### src/rtl/ps2_key_decoder.sv
// PS/2 keyboard receiver and scancode decoder; outputs are held-key levels for snake_ctlr.
// Pin-to-filtered-edge latency is 2+FILTER_LEN cycles; outputs update 1 cycle after the stop-bit fall; no backpressure.
module ps2_key_decoder #(
    parameter int FILTER_LEN     = 8,
    parameter int TIMEOUT_CYCLES = 200000
) (
    input  logic       clk100Mhz,
    input  logic       rst_n,
    input  logic       ps2_clk,
    input  logic       ps2_data,
    output logic       start,
    output logic       pause,
    output logic       resume,
    output logic       stop,
    output logic       u,
    output logic       d,
    output logic       l,
    output logic       r,
    output logic [7:0] scancode,
    output logic       code_valid,
    output logic       frame_err
);

    localparam int FW = $clog2(FILTER_LEN + 1);
    localparam int TW = $clog2(TIMEOUT_CYCLES + 1);

    localparam logic [1:0] IDLE   = 2'd0;
    localparam logic [1:0] DATA   = 2'd1;
    localparam logic [1:0] PARITY = 2'd2;
    localparam logic [1:0] STOP   = 2'd3;

    logic [1:0]    clkSync, dataSync;
    logic [FW-1:0] clkCnt, dataCnt;
    logic          clkFilt, dataFilt, clkFiltD;
    logic          fall;

    logic [1:0]    state;
    logic [2:0]    bitCnt;
    logic [7:0]    shreg;
    logic          parityBit;
    logic [TW-1:0] toCnt;
    logic          timeout, stopFall, byteOk, accept, reject;
    logic          brkFlag;

    always_ff @(posedge clk100Mhz or negedge rst_n) begin
        if (!rst_n) begin
            clkSync  <= 2'b11;
            dataSync <= 2'b11;
        end else begin
            clkSync  <= {clkSync[0], ps2_clk};
            dataSync <= {dataSync[0], ps2_data};
        end
    end

    // A filtered line only follows its synchronised copy after FILTER_LEN consecutive disagreeing cycles
    always_ff @(posedge clk100Mhz or negedge rst_n) begin
        if (!rst_n) begin
            clkFilt  <= 1'b1;
            dataFilt <= 1'b1;
            clkFiltD <= 1'b1;
            clkCnt   <= '0;
            dataCnt  <= '0;
        end else begin
            clkFiltD <= clkFilt;
            if (clkSync[1] == clkFilt) begin
                clkCnt <= '0;
            end else if (clkCnt == FW'(FILTER_LEN - 1)) begin
                clkFilt <= clkSync[1];
                clkCnt  <= '0;
            end else begin
                clkCnt <= clkCnt + FW'(1);
            end
            if (dataSync[1] == dataFilt) begin
                dataCnt <= '0;
            end else if (dataCnt == FW'(FILTER_LEN - 1)) begin
                dataFilt <= dataSync[1];
                dataCnt  <= '0;
            end else begin
                dataCnt <= dataCnt + FW'(1);
            end
        end
    end

    assign fall     = clkFiltD & ~clkFilt;
    assign timeout  = (state != IDLE) && (toCnt == TW'(TIMEOUT_CYCLES));
    assign stopFall = fall && (state == STOP);
    assign byteOk   = dataFilt && ((^shreg ^ parityBit) == 1'b1);
    assign accept   = stopFall && byteOk && !timeout;
    assign reject   = timeout || (stopFall && !byteOk) || (fall && (state == IDLE) && dataFilt);

    always_ff @(posedge clk100Mhz or negedge rst_n) begin
        if (!rst_n) begin
            state     <= IDLE;
            bitCnt    <= '0;
            shreg     <= '0;
            parityBit <= 1'b0;
            toCnt     <= '0;
        end else begin
            if (fall || state == IDLE) begin
                toCnt <= '0;
            end else begin
                toCnt <= toCnt + TW'(1);
            end

            if (timeout) begin
                state <= IDLE;
            end else if (fall) begin
                case (state)
                    IDLE: begin
                        if (!dataFilt) begin
                            state  <= DATA;
                            bitCnt <= '0;
                        end
                    end
                    DATA: begin
                        shreg  <= {dataFilt, shreg[7:1]};
                        bitCnt <= bitCnt + 3'd1;
                        if (bitCnt == 3'd7) begin
                            state <= PARITY;
                        end
                    end
                    PARITY: begin
                        parityBit <= dataFilt;
                        state     <= STOP;
                    end
                    default: state <= IDLE;
                endcase
            end
        end
    end

    // E0 needs no state: extended and keypad codes map to the same outputs
    always_ff @(posedge clk100Mhz or negedge rst_n) begin
        if (!rst_n) begin
            scancode   <= '0;
            code_valid <= 1'b0;
            frame_err  <= 1'b0;
            brkFlag    <= 1'b0;
            start      <= 1'b0;
            pause      <= 1'b0;
            resume     <= 1'b0;
            stop       <= 1'b0;
            u          <= 1'b0;
            d          <= 1'b0;
            l          <= 1'b0;
            r          <= 1'b0;
        end else begin
            code_valid <= accept;
            frame_err  <= reject;
            if (reject) begin
                brkFlag <= 1'b0;
            end else if (accept) begin
                scancode <= shreg;
                if (shreg == 8'hF0) begin
                    brkFlag <= 1'b1;
                end else if (shreg != 8'hE0) begin
                    brkFlag <= 1'b0;
                    case (shreg)
                        8'h1B:   start  <= ~brkFlag;
                        8'h4D:   pause  <= ~brkFlag;
                        8'h2D:   resume <= ~brkFlag;
                        8'h76:   stop   <= ~brkFlag;
                        8'h75:   u      <= ~brkFlag;
                        8'h72:   d      <= ~brkFlag;
                        8'h6B:   l      <= ~brkFlag;
                        8'h74:   r      <= ~brkFlag;
                        default: ;
                    endcase
                end
            end
        end
    end

endmodule
### config.mk
export PLATFORM = sky130hd
export DESIGN_NAME = ps2_key_decoder
export DESIGN_NICKNAME = d
export VERILOG_FILES = /design/src/rtl/ps2_key_decoder.sv
export SDC_FILE = /design/constraint.sdc
export NUM_CORES = 1
export LEC_CHECK = 0
export BUFFER_PORTS_ARGS = -buffer_cell sky130_fd_sc_hd__buf_2
export CAP_MARGIN = 20
export CORE_ASPECT_RATIO = 0.5
export CORE_MARGIN = 1
export CORE_UTILIZATION = 54
export CTS_CLUSTER_DIAMETER = 150
export DETAILED_ROUTE_END_ITERATION = 12
export GPL_TIMING_DRIVEN = 0
export PLACE_DENSITY = 0.75
export SYNTH_ARGS = -nofsm -noshare
export SYNTH_HDL_FRONTEND = slang
export SYNTH_SLANG_ARGS = --single-unit
### constraint.sdc
create_clock -name clk100Mhz -period 2.35 [get_ports clk100Mhz]
set_input_delay 0.3525 -clock clk100Mhz [delete_from_list [all_inputs] [get_ports clk100Mhz]]
set_output_delay 0.3525 -clock clk100Mhz [all_outputs]
set_load 0.01 [all_outputs]
After elaboration in Yosys (flattened, before gate mapping)
Index checks and enable logic that the tools add are counted.
{"block": "totals", "regBits": 66}
{"block": "op_classes", "n_reduce_logical": 36, "add_sub_neg": 4, "bitwise": 9, "eq_ne": 22, "n_mux": 16}
{"cell": "$eq 8x7->1 const B", "count": 6}
{"cell": "$reduce_and 5->1", "count": 8}
{"cell": "$add 18x1->18 const B", "count": 1}
{"cell": "$eq 18x18->1 const B", "count": 1}
{"cell": "$mux 18", "count": 1}
{"cell": "$mux 4", "count": 4}
{"cell": "$reduce_and 3->1", "count": 3}
{"cell": "$add 4x1->4 const B", "count": 2}
{"cell": "$eq 4x3->1 const B", "count": 2}
{"cell": "$eq 8x5->1 const B", "count": 1}
{"cell": "$eq 8x6->1 const B", "count": 1}
{"cell": "$eq 8x8->1 const B", "count": 1}
{"cell": "$logic_and 1x1->1", "count": 8}
{"cell": "$mux 2", "count": 4}
{"cell": "$ne 8x8->1 const B", "count": 1}
{"cell": "$reduce_and 2->1", "count": 4}
{"cell": "$reduce_bool 2->1", "count": 4}
{"cell": "$reduce_xor 8->1", "count": 1}
{"cell": "$not 1->1", "count": 7}
{"cell": "$ne 3x3->1 const B", "count": 2}
{"cell": "$pmux 2 s3", "count": 1}
{"cell": "$pmux 3 s2", "count": 1}
{"cell": "$eq 2x2->1 const B", "count": 2}
{"cell": "$mux 1", "count": 4}
{"cell": "13 further kinds", "count": 17}

Longest topological paths before layout
{"block": "depth", "depth_word": 9, "mapped_depth": 8, "depth_no_buf": 7}

Least setup slack after synthesis
OpenSTA, ideal clock, no wires.
{"block": "synth_timing", "path_kind": "flip-flop to flip-flop", "from": "register shreg[1]", "to": "register scancode[0]", "required_ns": 2.225, "arrival_time_ns": 2.232, "path_stages_with_launch": 9, "setup_slack_ns": -0.007, "cell_sequence": "dfrtp_1 > inv_1 > ha_1 > xnor3_1 > xnor2_1 > nand2_1 > or4_1 > buf_6 > mux2_4"}
{"block": "synth_between", "elab_chain_len": 9, "word_cells_on_any_way": 11, "cone_classes": "bitwise (2); reduce/logical (9)"}
{"element": "start, declared", "line_no": "39", "text": "logic [7:0] shreg;"}
{"element": "start signal, assigned", "line_no": "116", "text": "shreg <= {dataFilt, shreg[7:1]};"}
{"element": "$reduce_xor 8->1 *", "line_no": "87", "text": "assign byteOk = dataFilt && ((^shreg ^ parityBit) == 1'b1);"}
{"element": "$xor 1x1->1 *", "line_no": "87"}
{"element": "$logic_and 1x1->1 *", "line_no": "87"}
{"element": "$logic_not 1->1", "line_no": "89", "text": "assign reject = timeout || (stopFall && !byteOk) || (fall && (state == IDLE) && dataFilt);"}
{"element": "$logic_and 1x1->1", "line_no": "89"}
{"element": "$logic_or 1x1->1 (2 in a row)", "line_no": "89"}
{"element": "$not 1->1 (no line)"}
{"element": "$reduce_and 2->1 (no line) *"}
{"element": "end signal, assigned", "line_no": "153", "text": "scancode <= shreg;"}
{"element": "end, declared", "line_no": "19", "text": "output logic [7:0] scancode,"}
Mark *: on every way between the ends. The rest lies on a longest branch, timed or not.
A chain may end at the register's enable or synchronous reset.

Worst setup path after layout
{"block": "layout_timing", "from": "register shreg[5]", "to": "register scancode[5]"}
{"block": "layout_between", "elab_chain_len": 9, "word_cells_on_any_way": 11, "cone_classes": "bitwise (2); reduce/logical (9)"}
{"element": "$reduce_xor 8->1", "line_no": "87"}
{"element": "$xor 1x1->1", "line_no": "87"}
{"element": "$logic_and 1x1->1", "line_no": "87"}
{"element": "$logic_not 1->1", "line_no": "89"}
{"element": "$logic_and 1x1->1", "line_no": "89"}
{"element": "$logic_or 1x1->1 (2 in a row)", "line_no": "89"}
{"element": "$not 1->1 (no line)"}
{"element": "$reduce_and 2->1 (no line)"}
Several ways; a longest one is shown, not always the timed one.

==> impl_metrics.py <==
metrics = {
    "placement": {
        "dp_slack_ns": -0.141,
        "place_area_um2": 3550,
        "hpwl_um": 4260,
        "gp_congestion": 0.907,
        "dp_cells": 401,
        "io_buffers": 21,
    },
    "synthesis": {
        "muxShareOfSynthArea_pct": 9.77,
        "synth.largest_area_cell": "dfrtp_1",
        "synth_seq_cells": 66,
        "synth_ff_type": "dfrtp_1",
        "synth-edff-count": 0,
        "syn-num-nets": 335,
        "synth_area_per_cell_um2": 10.9,
        "synth_top_family_by_area": "simple AND/OR/NAND/NOR gates",
        "synthSimpleGateAreaFrac_pct": 17.2,
        "synth_xor_xnor_area_share_pct": 5.67,
        "ys_async_sr_fraction_pct": 100,
        "yosysSeqAreaShare_pct": 49.8,
        "synth.cell_area_um2": 3330,
        "synth-adder-area-share_pct": 9.39,
        "ys.warnings.count": 0,
        "syn_inst": 306,
        "synth_compound_area_share_pct": 3.87,
        "synth_cell_type_count": 37,
        "synthTopCellsByArea": "dfrtp_1 (44%), ha_1 (9.4%), dfstp_2 (5.5%)",
        "synth_top_cell_area_share_pct": 44.3,
    },
    "cts": {
        "clock_latency_ns": 0.33,
        "cts_sinks": 66,
        "cts_buffer_depth": 2,
        "cts_buffers": 9,
        "htree_levels": 3,
        "tritoncts": "done",
        "clock-root-buffer": "clkbuf_16",
        "clkTransAtPathRegs_ns": 0.05,
    },
    "die": {
        "die_y_um": 57.5,
        "num_rows": 19,
        "die_x_um": 113,
        "start_util_pct": 58.4,
        "core_area_um2": 5710,
        "die-area_um2": 6510,
        "io_pins": 22,
    },
    "pwr": {
        "clkPwrFrac_pct": 39.1,
        "pwr-share-seq_pct": 41.0,
        "power.switching_mw": 0.957,
        "power_mw": 3.38,
        "internal-power_mw": 2.42,
        "ir_worst_vdd_uv": 578,
        "power.leakage_nw": 1.87,
        "netSwitchingFraction_pct": 28.4,
        "power_density_nw_per_um2": 839,
        "comb_power_share_pct": 19.9,
    },
    "critical_path": {
        "slowest_stage": "or4_1",
        "critical_path_required_ns": 2.56,
        "start_kind": "flip-flop",
        "slowest_delay_ns": 0.48,
        "cp-end-kind": "flip-flop",
        "path_cells": "inv_2, ha_4, xnor3_1, xnor2_1, nand2_1, or4_1, buf_6, mux2_4",
        "critical_path.top_delay_family": "simple AND/OR/NAND/NOR gates",
        "path_max_fanout": 8,
        "crit_buf_inv": 2,
        "crit_type": "reg2reg",
        "worst-endpoint-arrival_ns": 2.60,
    },
    "hold_path": {
        "min_path_type": "in2async",
    },
    "global_routing": {
        "grt_max_degree": 39,
        "grt.overflow.total": 0,
        "grtUsageMet2_pct": 36.9,
        "grt_pass1_vias": 2302,
        "grtUsageTotal_pct": 21.8,
        "grt_pass1_wl_um": 10600,
        "groute.layer.met1.usage_pct": 26.2,
        "busiest_layer": "met2",
        "antenna_found_initial": 0,
        "use_met3_pct": 7.76,
    },
    "detailed_routing": {
        "vias": 2337,
        "via_per_inst": 5.47,
        "wl_per_cell_um": 14.6,
        "drtIter0Drc": 115,
        "ant_nets": 0,
        "wirelength_um": 6220,
        "drt-pass1-iter-count": 5,
        "drc_errors": 0,
    },
    "sta": {
        "final-setup-viol-count": 8,
        "post-route-period-util_pct": 102,
        "rsz0062_at_grt": "yes",
        "hold_viol_final": 0,
        "maxSlewViolCount": 0,
        "fin_crit_ns": 2.39,
        "tns_ns": -0.271,
        "tightest_slew_ns": 0.655,
        "whs_ns": 0.0542,
        "slew_headroom_pct": 56.3,
        "clock.fmax_ghz": 0.418,
        "timing.final.ws_setup_ns": -0.0430,
        "fin_worst_skew_ns": 0.00446,
    },
    "final_layout": {
        "antennaDiodeCount": 0,
        "final_util_pct": 70.5,
        "syn2layout_area_growth_pct": 20.8,
        "nNetsFinal": 378,
        "fillers": 402,
        "stdcell_count": 427,
        "design_area_um2": 4020,
        "post_route_cells_drive_above_1_share_pct": 25.1,
    },
    "status": {
        "failed_checks": "negative setup slack",
        "status": "finished, violations left",
    },
    "flow_run": {
        "maxCapViolations": 0,
    },
}
## cells in the mapped netlist (4+ instances only)
| cell | count |
|---|---|
| dfrtp_1 | 59 |
| mux2i_1 | 16 |
| mux2_4 | 8 |
| nand2_1 | 19 |
| xor2_1 | 6 |
| dfstp_2 | 7 |
| mux2_2 | 4 |
| a21oi_1 | 7 |
| ha_1 | 25 |
| o21ai_0 | 8 |
| nand4_1 | 9 |
| nor2_1 | 28 |
| clkbuf_1 | 4 |
| nand3_1 | 14 |
| inv_1 | 27 |
| xnor2_1 | 13 |
| nor3_1 | 9 |
| and4_1 | 4 |
| nor4_1 | 8 |
## sequential cells by signal (all words and copies together) (netlist names), 2 cells and up
name and flops:
bitCnt 3, clkCnt 4, clkSync 2, dataCnt 4, dataSync 2, scancode 8
shreg 8, state 2, toCnt 18
## logic make-up after synthesis
family | Yosys count
fa+ha+maj | 25
buf+inv | 35
mux | 28
simple gates | 111
compound gates | 21
flops | 66
xor+xnor | 20
## power groups by stage
stage / logic, mW / registers (mW) / clock network [mW]
floorplan: 0.474 / 1.37 / 0
global placement: 0.598 / 1.39 / 0
detailed placement: 0.635 / 1.40 / 0
CTS: 0.661 / 1.38 / 1.35
global route: 0.766 / 1.40 / 1.41
finish: 0.671 / 1.38 / 1.32
## path summary, 6_finish.rpt
kind	startpoint	endpoint	slack [ns]	cells after the start
max	shreg[5]$_DFFE_PN0P_	scancode[5]$_DFFE_PN0P_	-0.04	8
min	rst_n	shreg[3]$_DFFE_PN0P_	0.05	1
max reg2reg	shreg[5]$_DFFE_PN0P_	scancode[5]$_DFFE_PN0P_	-0.04	8
min reg2reg	clkSync[0]$_DFF_PN1_	clkSync[1]$_DFF_PN1_	0.36	0
max in group asynchronous	rst_n	clkSync[1]$_DFF_PN1_	1.60	2
min in group clk100Mhz	ps2_data	dataSync[0]$_DFF_PN1_	0.13	1
## worst register-to-register path, delay by kind of cell (launching register included)
kind	cells	cell delay, ns
buf+inv	2	0.23
fa+ha+maj	1	0.25
flops	1	0.37
simple gates	2	0.56
mux	1	0.31
xor+xnor	2	0.54
## timing repair
| action | in CTS | in global routing |
|---|---|---|
| endpoints found under the hold margin | 0 | 0 |
| pin swaps | 1 | 3 |
| buffers inserted | 8 | 2 |
| hold buffers | 0 | 0 |
| gates resized for setup | 8 | 15 |
| endpoints found under the setup margin | 17 | 20 |
## cell type report
type / instances / area (um^2) / area share [%]
Timing Repair Buffer: 32 / 200 / 4.98
Inverter: 27 / 101 / 2.52
Clock buffer: 11 / 253 / 6.28
Tap cell: 73 / 91.3 / 2.27
Clock inverter: 5 / 52.6 / 1.31
Sequential cell: 66 / 1660 / 41.3
Buffer: 8 / 42.5 / 1.06
Multi-Input combinational cell: 205 / 1620 / 40.3
## metal layers
metal	share of wire (%)	routed length (um)
met5	0	0
met4	1.8	112
met3	4.2	261
met2	48	2990
met1	46	2860
## placed cells by master, fill, tap and decap left out, types with 8 or more instances in the layout
master     count
xnor2_1       13
buf_2         22
ha_1          22
nand3_1       14
mux2i_1       16
nor2_1        27
nand2_1       19
dfrtp_1       59
clkbuf_16      9
o21ai_0        8
mux2_4         8
inv_1         22
buf_4         10
nand4_1        9
nor3_1         9
Note: power is estimated with default switching activity, not from simulation.
